===== src/rtl/coffee_order_input.sv =====
// coffee_order_input: synchronizes and debounces the start button and coffee selection, then
// holds start_req until the slow downstream FSM acknowledges with busy or the hold time expires.
// Latency: stable raw press to start_req is DEBOUNCE_CYCLES+3 cycles; no backpressure, presses outside IDLE are dropped.
module coffee_order_input #(
   parameter int DEBOUNCE_CYCLES = 1_000_000,
   parameter int HOLD_CYCLES     = 100_000_000
) (
   input  logic       clk,
   input  logic       reset,
   input  logic       start_btn_raw,
   input  logic [1:0] sel_raw,
   input  logic       busy,
   output logic       start_req,
   output logic [1:0] coffee_sel,
   output logic       sel_err,
   output logic       timeout
);

   localparam int DB_W   = $clog2(DEBOUNCE_CYCLES + 1);
   localparam int HOLD_W = $clog2(HOLD_CYCLES + 1);
   localparam logic [DB_W-1:0]   DB_LAST   = DB_W'(DEBOUNCE_CYCLES);
   localparam logic [HOLD_W-1:0] HOLD_LAST = HOLD_W'(HOLD_CYCLES - 1);

   typedef enum logic [1:0] {
      ST_IDLE = 2'd0,
      ST_REQ  = 2'd1,
      ST_BUSY = 2'd2
   } state_t;

   // synchronizer stages
   logic            btn_s1_q, btn_s1_d;
   logic            btn_s2_q, btn_s2_d;
   logic [1:0]      sel_s1_q, sel_s1_d;
   logic [1:0]      sel_s2_q, sel_s2_d;

   // debouncer state
   logic            btn_deb_q, btn_deb_d;
   logic            btn_deb_prev_q, btn_deb_prev_d;
   logic [DB_W-1:0] btn_cnt_q, btn_cnt_d;
   logic [1:0]      sel_deb_q, sel_deb_d;
   logic [DB_W-1:0] sel_cnt_q, sel_cnt_d;

   // request FSM and registered outputs
   state_t            state_q, state_d;
   logic [HOLD_W-1:0] hold_cnt_q, hold_cnt_d;
   logic              start_req_q, start_req_d;
   logic [1:0]        coffee_sel_q, coffee_sel_d;
   logic              sel_err_q, sel_err_d;
   logic              timeout_q, timeout_d;

   logic              press;

   // Two-flop synchronizers for the asynchronous button and switches.
   always_comb begin
      btn_s1_d = start_btn_raw;
      btn_s2_d = btn_s1_q;
      sel_s1_d = sel_raw;
      sel_s2_d = sel_s1_q;
   end

   // Button debouncer: the first-stage flop already holds next cycle's synchronized value,
   // so s1 == s2 means the synchronized value is not about to change.
   always_comb begin
      btn_deb_d      = btn_deb_q;
      btn_cnt_d      = '0;
      btn_deb_prev_d = btn_deb_q;
      if (btn_cnt_q == DB_LAST) begin
         btn_deb_d = btn_s2_q;
      end else if ((btn_s2_q != btn_deb_q) && (btn_s1_q == btn_s2_q)) begin
         btn_cnt_d = btn_cnt_q + DB_W'(1);
      end
   end

   // Selection debouncer: the 2-bit vector is treated as one value.
   always_comb begin
      sel_deb_d = sel_deb_q;
      sel_cnt_d = '0;
      if (sel_cnt_q == DB_LAST) begin
         sel_deb_d = sel_s2_q;
      end else if ((sel_s2_q != sel_deb_q) && (sel_s1_q == sel_s2_q)) begin
         sel_cnt_d = sel_cnt_q + DB_W'(1);
      end
   end

   // Single-cycle press event on the debounced rising edge; releases are ignored.
   always_comb begin
      press = btn_deb_q & ~btn_deb_prev_q;
   end

   // Request FSM next state and registered-output next values.
   always_comb begin
      state_d    = state_q;
      hold_cnt_d = hold_cnt_q;
      sel_err_d  = 1'b0;
      timeout_d  = 1'b0;
      case (state_q)
         ST_IDLE: begin
            // a press while downstream is still busy is dropped silently
            if (press && !busy) begin
               if (sel_deb_q == 2'b11) begin
                  sel_err_d = 1'b1;
               end else begin
                  state_d    = ST_REQ;
                  hold_cnt_d = '0;
               end
            end
         end
         ST_REQ: begin
            hold_cnt_d = hold_cnt_q + HOLD_W'(1);
            // acknowledge wins over a timeout landing on the same cycle
            if (busy) begin
               state_d = ST_BUSY;
            end else if (hold_cnt_q == HOLD_LAST) begin
               timeout_d = 1'b1;
               state_d   = ST_IDLE;
            end
         end
         ST_BUSY: begin
            if (!busy) begin
               state_d = ST_IDLE;
            end
         end
         default: begin
            state_d = ST_IDLE;
         end
      endcase

      start_req_d = (state_d == ST_REQ);
      // coffee_sel tracks the debounced switches in IDLE and freezes for the whole order;
      // the value captured on entry to REQ is the selection the press was accepted with.
      if ((state_q != ST_IDLE) && (state_d != ST_IDLE)) begin
         coffee_sel_d = coffee_sel_q;
      end else begin
         coffee_sel_d = sel_deb_q;
      end
   end

   // State registers with synchronous active-high reset.
   always_ff @(posedge clk) begin
      if (reset) begin
         btn_s1_q       <= 1'b0;
         btn_s2_q       <= 1'b0;
         sel_s1_q       <= 2'b00;
         sel_s2_q       <= 2'b00;
         btn_deb_q      <= 1'b0;
         btn_deb_prev_q <= 1'b0;
         btn_cnt_q      <= '0;
         sel_deb_q      <= 2'b00;
         sel_cnt_q      <= '0;
         state_q        <= ST_IDLE;
         hold_cnt_q     <= '0;
         start_req_q    <= 1'b0;
         coffee_sel_q   <= 2'b00;
         sel_err_q      <= 1'b0;
         timeout_q      <= 1'b0;
      end else begin
         btn_s1_q       <= btn_s1_d;
         btn_s2_q       <= btn_s2_d;
         sel_s1_q       <= sel_s1_d;
         sel_s2_q       <= sel_s2_d;
         btn_deb_q      <= btn_deb_d;
         btn_deb_prev_q <= btn_deb_prev_d;
         btn_cnt_q      <= btn_cnt_d;
         sel_deb_q      <= sel_deb_d;
         sel_cnt_q      <= sel_cnt_d;
         state_q        <= state_d;
         hold_cnt_q     <= hold_cnt_d;
         start_req_q    <= start_req_d;
         coffee_sel_q   <= coffee_sel_d;
         sel_err_q      <= sel_err_d;
         timeout_q      <= timeout_d;
      end
   end

   assign start_req  = start_req_q;
   assign coffee_sel = coffee_sel_q;
   assign sel_err    = sel_err_q;
   assign timeout    = timeout_q;

endmodule

===== config.mk =====
export PLATFORM = sky130hd
export DESIGN_NAME = coffee_order_input
export DESIGN_NICKNAME = d
export VERILOG_FILES = /design/src/rtl/coffee_order_input.sv
export SDC_FILE = /design/constraint.sdc
export NUM_CORES = 1
export LEC_CHECK = 0
export ABC_AREA = 1
export CAP_MARGIN = 10
export CORE_MARGIN = 3
export CORE_UTILIZATION = 45
export CTS_CLUSTER_SIZE = 16
export DETAILED_ROUTE_END_ITERATION = 10
export SYNTH_ARGS = -nofsm -noshare
export SYNTH_HDL_FRONTEND = slang
export SYNTH_SLANG_ARGS = --single-unit

===== constraint.sdc =====
create_clock -name clk -period 1.8 [get_ports clk]
set_input_delay 0.36 -clock clk [delete_from_list [all_inputs] [get_ports clk]]
set_output_delay 0.36 -clock clk [all_outputs]
set_load 0.02 [all_outputs]

==> results of run 1 <==
## per-stage QoR
step	power [mW]	worst slack, ns	instance area [µm²]	cells	util (%)
final	3.245	0.1123	4871	782	54.27
after global routing	3.379	-0.001005	4871	782	54.27
after CTS	3.289	0.05641	4828	781	53.79
after detailed placement	1.993	-0.07114	4643	765	51.73
after global placement	1.992	0.01125	4643	765	51.73
after floorplan	1.957	0.3106	4260	614	-
## logic make-up (layout without fill, tap and decap cells)
family	Yosys count	count (layout)	share of synthesized area (%)
AND/OR/NAND/NOR	345	345	37.44
XOR/XNOR	21	21	4.317
buffers and inverters	96	138	8.869
flip-flops	84	84	39.47
adder cells (fa/ha/maj)	5	5	1.468
AO/OA/AOI/OAI	63	63	8.428
## what timing repair did
item | in CTS | in global routing
resized for setup | 0 | 10
hold buffers | 0 | 0
setup buffers | 0 | 1
endpoints found under the setup margin | 0 | 8
## per-layer routing
layer  track usage [%]  wire length [µm]  vias to the layer above  part of all wire, %
met3             3.018               316                       12                  3.3
li1                  -                 -                     2053                    -
met1             25.89              4641                     1763                   49
met5                 0                 0                        -                    0
met2             30.29              4383                       56                   46
met4             6.175               159                        0                  1.7
## sequential cells by signal, indices dropped and copies added (netlist names), 2 cells and up
name / cells
btn_cnt_q: 20
hold_cnt_q: 27
coffee_sel: 2
sel_deb_q: 2
sel_s2_q: 2
sel_cnt_q: 20
sel_s1_q: 2
state_q: 2
## layout by cell type, fill, tap and decap left out, drive strengths merged, types with 3 or more instances in the layout
master,netlist,routed
a21oi,33,33
xor2,15,15
ha,5,5
nand3,35,35
inv,88,88
o22ai,3,3
nor2,111,111
a31oi,4,4
xnor2,6,6
a211oi,7,7
buf,4,24
clkbuf,4,12
nand2,133,133
clkdlybuf4s50,0,10
nor4,4,4
o21ai,14,14
nand3b,3,3
nand4,21,21
dfxtp,84,84
nor3,30,30
nor3b,3,3
## cell type report
| type | count | area, µm² |
|---|---|---|
| fillers | 882 | 4105 |
| well taps | 126 | 157.7 |
| multi-input cells | 434 | 2236 |
| flip-flops and latches | 84 | 1682 |
| clock buffers | 12 | 135.1 |
| inverters | 88 | 330.3 |
| clock inverters | 4 | 50.05 |
| repair buffers | 34 | 280.3 |
## power by group through the flow
| stage | Clock (mW) | Combinational, mW | Sequential, mW |
|---|---|---|---|
| floorplan | 0 | 0.0442 | 1.91 |
| global placement | 0 | 0.0784 | 1.91 |
| detailed placement | 0 | 0.0796 | 1.91 |
| CTS | 1.34 | 0.0799 | 1.87 |
| global route | 1.42 | 0.0903 | 1.87 |
| finish | 1.30 | 0.0800 | 1.87 |
## final timing paths
path | start | to | depth (start not counted)
worst min register to register | sel_s1_q[0]$_SDFF_PP0_ | sel_s2_q[0]$_SDFF_PP0_ | 2
worst min-delay path | sel_s1_q[0]$_SDFF_PP0_ | sel_s2_q[0]$_SDFF_PP0_ | 2
worst max register to register | hold_cnt_q[0]$_SDFFE_PP0P_ | hold_cnt_q[22]$_SDFFE_PP0P_ | 8
worst max-delay path | coffee_sel[1]$_SDFFE_PP0N_ | coffee_sel[1] | 1
==> summary.md, run 1 <==
| Metric | Value |
|---|---|
| Status | `finished clean` |
| Worst-Skew Late Latency | `0.34 ns` |
| Worst-Margin Slew | `0.4811 ns` |
| Reg clk slew, reported paths | `0.08 ns` |
| Cell internal pwr | `2.539 mW` |
| Setup Viol. Count Final | `0` |
| Initial antenna violation count | `0` |
| Seq/Total Area, Yosys | `39.47%` |
| Clock network power share | `39.9%` |
| Die extent in x | `103.3 µm` |
| Die area | `10670 µm²` |
| First-pass GRT wire length | `16.13 mm` |
| Avg WL per Cell | `12.15 µm` |
| Slowest CP cell | `clkdlybuf4s50_1` |
| Rel. slew slack | `67.89%` |
| Cts bufs inserted | `9` |
| Max incr delay on CP | `0.62 ns` |
| Hold Crit Class | `flip-flop to flip-flop` |
| Max-cap violations | `0` |
| Switching Fraction | `21.74%` |
| Max-slew violations | `0` |
| Area grow syn2layout | `14.33%` |
| Register-to-register setup slack | `0.13 ns` |
| Post-Syn Area | `4260 µm²` |
| Top cells by count, synth | `nand2_1 (129), nor2_1 (103), inv_1 (86), dfxtp_1 (84)` |
| Layout cells sized above 1 | `10.67%` |
| Final Hold Viols | `0` |
| Leading post-synthesis cells by cell area | `dfxtp_1 (39%), nand2_1 (11%), nor2_1 (9.1%), inv_1 (7.6%), a21oi_1 (3.8%)` |
| Synth Area per Inst | `6.939 µm²` |
| Top Family by Delay on Critical Path | `buffers and inverters` |
| Via count | `3884` |
| Minimum clock period | `1.688 ns` |
| CP startpoint kind | `flip-flop` |
| Sw Pwr | `705.4 µW` |
| Post-Syn Nets | `625` |
| Yosys cell types | `40` |
| Final worst path period share | `93.76%` |
| Setup CP Type | `flip-flop to output port` |
| HPWL after DPL | `7.260 mm` |
| Core footprint | `8976 µm²` |
| Port-buffer cells | `10` |
| Peak VDD IR | `0.0005610 V` |
| Synth top area share | `39.47%` |
| Clock tree from TritonCTS | `built` |
| Top-count cell post-synth | `nand2_1` |
| CTS sink cnt | `84` |
| DR iter-0 viols | `164` |
| Worst-path cell chain | `clkdlybuf4s50_1` |
| CP arrival | `1.33 ns` |
| Sequential fraction of design power | `57.6%` |
| Setup TNS | `0 ns` |
| DIE HEIGHT | `103.3 µm` |
| Cell taking the most area after synthesis | `dfxtp_1` |
| Post-Synthesis Cells | `614` |
| CTS H-tree depth | `3` |
| Predominant post-synthesis flop cell | `dfxtp_1` |
| Pin count of the biggest net entering global routing | `20` |
| Yosys warning total | `0` |
| Comb pwr share | `2.5%` |
| Post-DR vias/cell | `4.967` |
| Synthesized flop and latch total | `84` |
| ANT cells | `0` |
| Hold Slack | `0.4366 ns` |
| Drt drc | `0` |
| P_leak | `1.735 nW` |
| Max clock buf depth | `2` |
| CP Buf/Inv Count | `1` |
| Starting Density | `47.46%` |
| Grt total ovfl | `0` |
| Post-synth EDFFs | `0` |
| Crit path required time | `1.44 ns` |
| Ys async rst share | `0%` |
| Gp weighted congestion | `0.8404` |
| Total iterations of the first detailed-routing run | `6` |
| Routed wire length | `9.500 mm` |
| Vias in the first global route | `3572` |
| Nets | `662` |
| Max FO, Critical Path | `2` |
| Worst setup EP type | `output port` |
| Final Skew | `0.009028 ns` |
| DRT antenna net count | `0` |
| CTS root buf | `clkbuf_8` |
| Total GRT Usage | `18.85%` |
| Top-Level Pins | `11` |
| Maximum clock frequency | `592.5 MHz` |
| Rows | `34` |
| PD cells | `666.1 nW/µm²` |
(Power assumes the default switching activity.)
==> inputs of run 2 (changes only) <==
--- a/config.mk
+++ b/config.mk
@@ -8,9 +8,10 @@
 export ABC_AREA = 1
 export CAP_MARGIN = 10
 export CORE_MARGIN = 3
-export CORE_UTILIZATION = 45
+export CORE_UTILIZATION = 62
 export CTS_CLUSTER_SIZE = 16
 export DETAILED_ROUTE_END_ITERATION = 10
+export PLACE_DENSITY = 0.8
 export SYNTH_ARGS = -nofsm -noshare
 export SYNTH_HDL_FRONTEND = slang
 export SYNTH_SLANG_ARGS = --single-unit
==> summary.md, run 2 (synthesized netlist as in run 1, its figures left out) <==
| Metric | Value |
|---|---|
| Worst-path cell chain | `clkdlybuf4s50_1` |
| Top Family by Delay on Critical Path | `buffers and inverters` |
| Final Hold Viols | `0` |
| Worst setup EP type | `output port` |
| Power Total | `3.293 mW` |
| Cts hold-fix bufs | `0` |
| Layout cells sized above 1 | `9.457%` |
| Setup repair bufs after CTS | `0` |
| DIE HEIGHT | `88.90 µm` |
| CP Buf/Inv Count | `1` |
| Rows | `29` |
| Routed wire length | `9.319 mm` |
| HPWL after DPL | `6.754 mm` |
| Max-cap violations | `0` |
| Vias in the first global route | `3698` |
| Cts bufs inserted | `9` |
| Final worst path period share | `94.47%` |
| Area grow syn2layout | `11.92%` |
| Crit path required time | `1.44 ns` |
| Setup TNS | `0 ns` |
| PostCTS Resize Cnt | `0` |
| P_leak | `1.703 nW` |
| Die extent in x | `88.90 µm` |
| Grt total ovfl | `0` |
| Pin count of the biggest net entering global routing | `22` |
| Post-layout util | `73.42%` |
| Post-DR vias/cell | `5.454` |
| CTS root buf | `clkbuf_8` |
| Filler Cell Count | `514` |
| First-pass GRT wire length | `15.88 mm` |
| CP arrival | `1.34 ns` |
| Most frequent cells in the layout | `nand2_1 (126), nor2_1 (100), inv_1 (86)` |
| Port-buffer cells | `10` |
| Slowest CP cell | `clkdlybuf4s50_1` |
| ANT cells | `0` |
| Drt drc | `0` |
| Biggest register | `hold_cnt_q` |
| Max reg flops | `27` |
| PD cells | `690.5 nW/µm²` |
| Peak VDD IR | `0.0006180 V` |
| CTS sink cnt | `84` |
| CP startpoint kind | `flip-flop` |
| Via count | `3938` |
| Minimum clock period | `1.700 ns` |
| Hold Crit Class | `flip-flop to flip-flop` |
| Most common cell after layout, fill and taps aside | `nand2_1` |
| Status | `finished clean` |
| CTS H-tree depth | `3` |
| Die area | `7902 µm²` |
| Worst-Skew Late Latency | `0.35 ns` |
| Nets | `651` |
| DRT antenna net count | `0` |
| DR iter-0 viols | `202` |
| Total GRT Usage | `25.22%` |
| Maximum clock frequency | `588.1 MHz` |
| Starting Density | `65.59%` |
| Hold Slack | `0.4389 ns` |
| Max-slew violations | `0` |
| Total iterations of the first detailed-routing run | `7` |
| RSZ-0062 raised after global routing | `no` |
| Worst-Margin Slew | `0.3919 ns` |
| Top-Level Pins | `11` |
| Gp weighted congestion | `0.9163` |
| Initial antenna violation count | `0` |
| Clock tree from TritonCTS | `built` |
| Avg WL per Cell | `12.91 µm` |
| Largest registers | `hold_cnt_q x27, btn_cnt_q x20, sel_cnt_q x20` |
| Max FO, Critical Path | `2` |
| Reg clk slew, reported paths | `0.08 ns` |
| Setup CP Type | `flip-flop to output port` |
| Rel. slew slack | `73.85%` |
| Max clock buf depth | `2` |
| Core footprint | `6495 µm²` |
| Final Skew | `0.006784 ns` |
| Setup Viol. Count Final | `0` |
| Max incr delay on CP | `0.62 ns` |
## run 2: stage by stage
stage          area [µm²]  worst slack, ns  std cells
5_1_grt              4768         0.008801        722
4_1_cts              4728          0.03517        722
2_1_floorplan        4260           0.3106        614
6_report             4768          0.09962        722
3_5_place_dp         4532         -0.03919        706
3_3_place_gp         4532          0.05055        706
## run 2: path summary, 6_finish.rpt
check             cells after the start  slack (ns)                          end                       start
setup / recovery                      1         0.1                coffee_sel[1]  coffee_sel[1]$_SDFFE_PP0N_
hold / removal                        1        0.44      btn_cnt_q[0]$_SDFF_PP0_     btn_cnt_q[0]$_SDFF_PP0_
setup reg to reg                      9        0.14  hold_cnt_q[18]$_SDFFE_PP0P_  hold_cnt_q[1]$_SDFFE_PP0P_
hold reg to reg                       1        0.44      btn_cnt_q[0]$_SDFF_PP0_     btn_cnt_q[0]$_SDFF_PP0_
## run 2: power breakdown
group	switching [mW]	total (mW)	internal [mW]
clock	0.621	1.34	0.721
combinational	0.0463	0.0807	0.0344
sequential	0.00571	1.87	1.86
## run 2: area by class of cell
class                   count  area (µm²)  share of cell area, %
inverters                  88       330.3                  6.927
flip-flops and latches     84        1684                  35.32
well taps                  77       96.34                  2.020
clock inverters             1       30.03                 0.6298
repair buffers             23       222.7                  4.671
clock buffers              15       166.4                  3.490
multi-input cells         434        2238                  46.94
## run 2: per-layer routing
metal / share of wire (%) / GRT usage [%] / vias to the layer above
li1: - / - / 2024
met1: 43 / 29.82 / 1758
met2: 49 / 43.79 / 125
met3: 5.2 / 5.253 / 31
met4: 2.8 / 11.40 / 0
met5: 0 / 0 / -
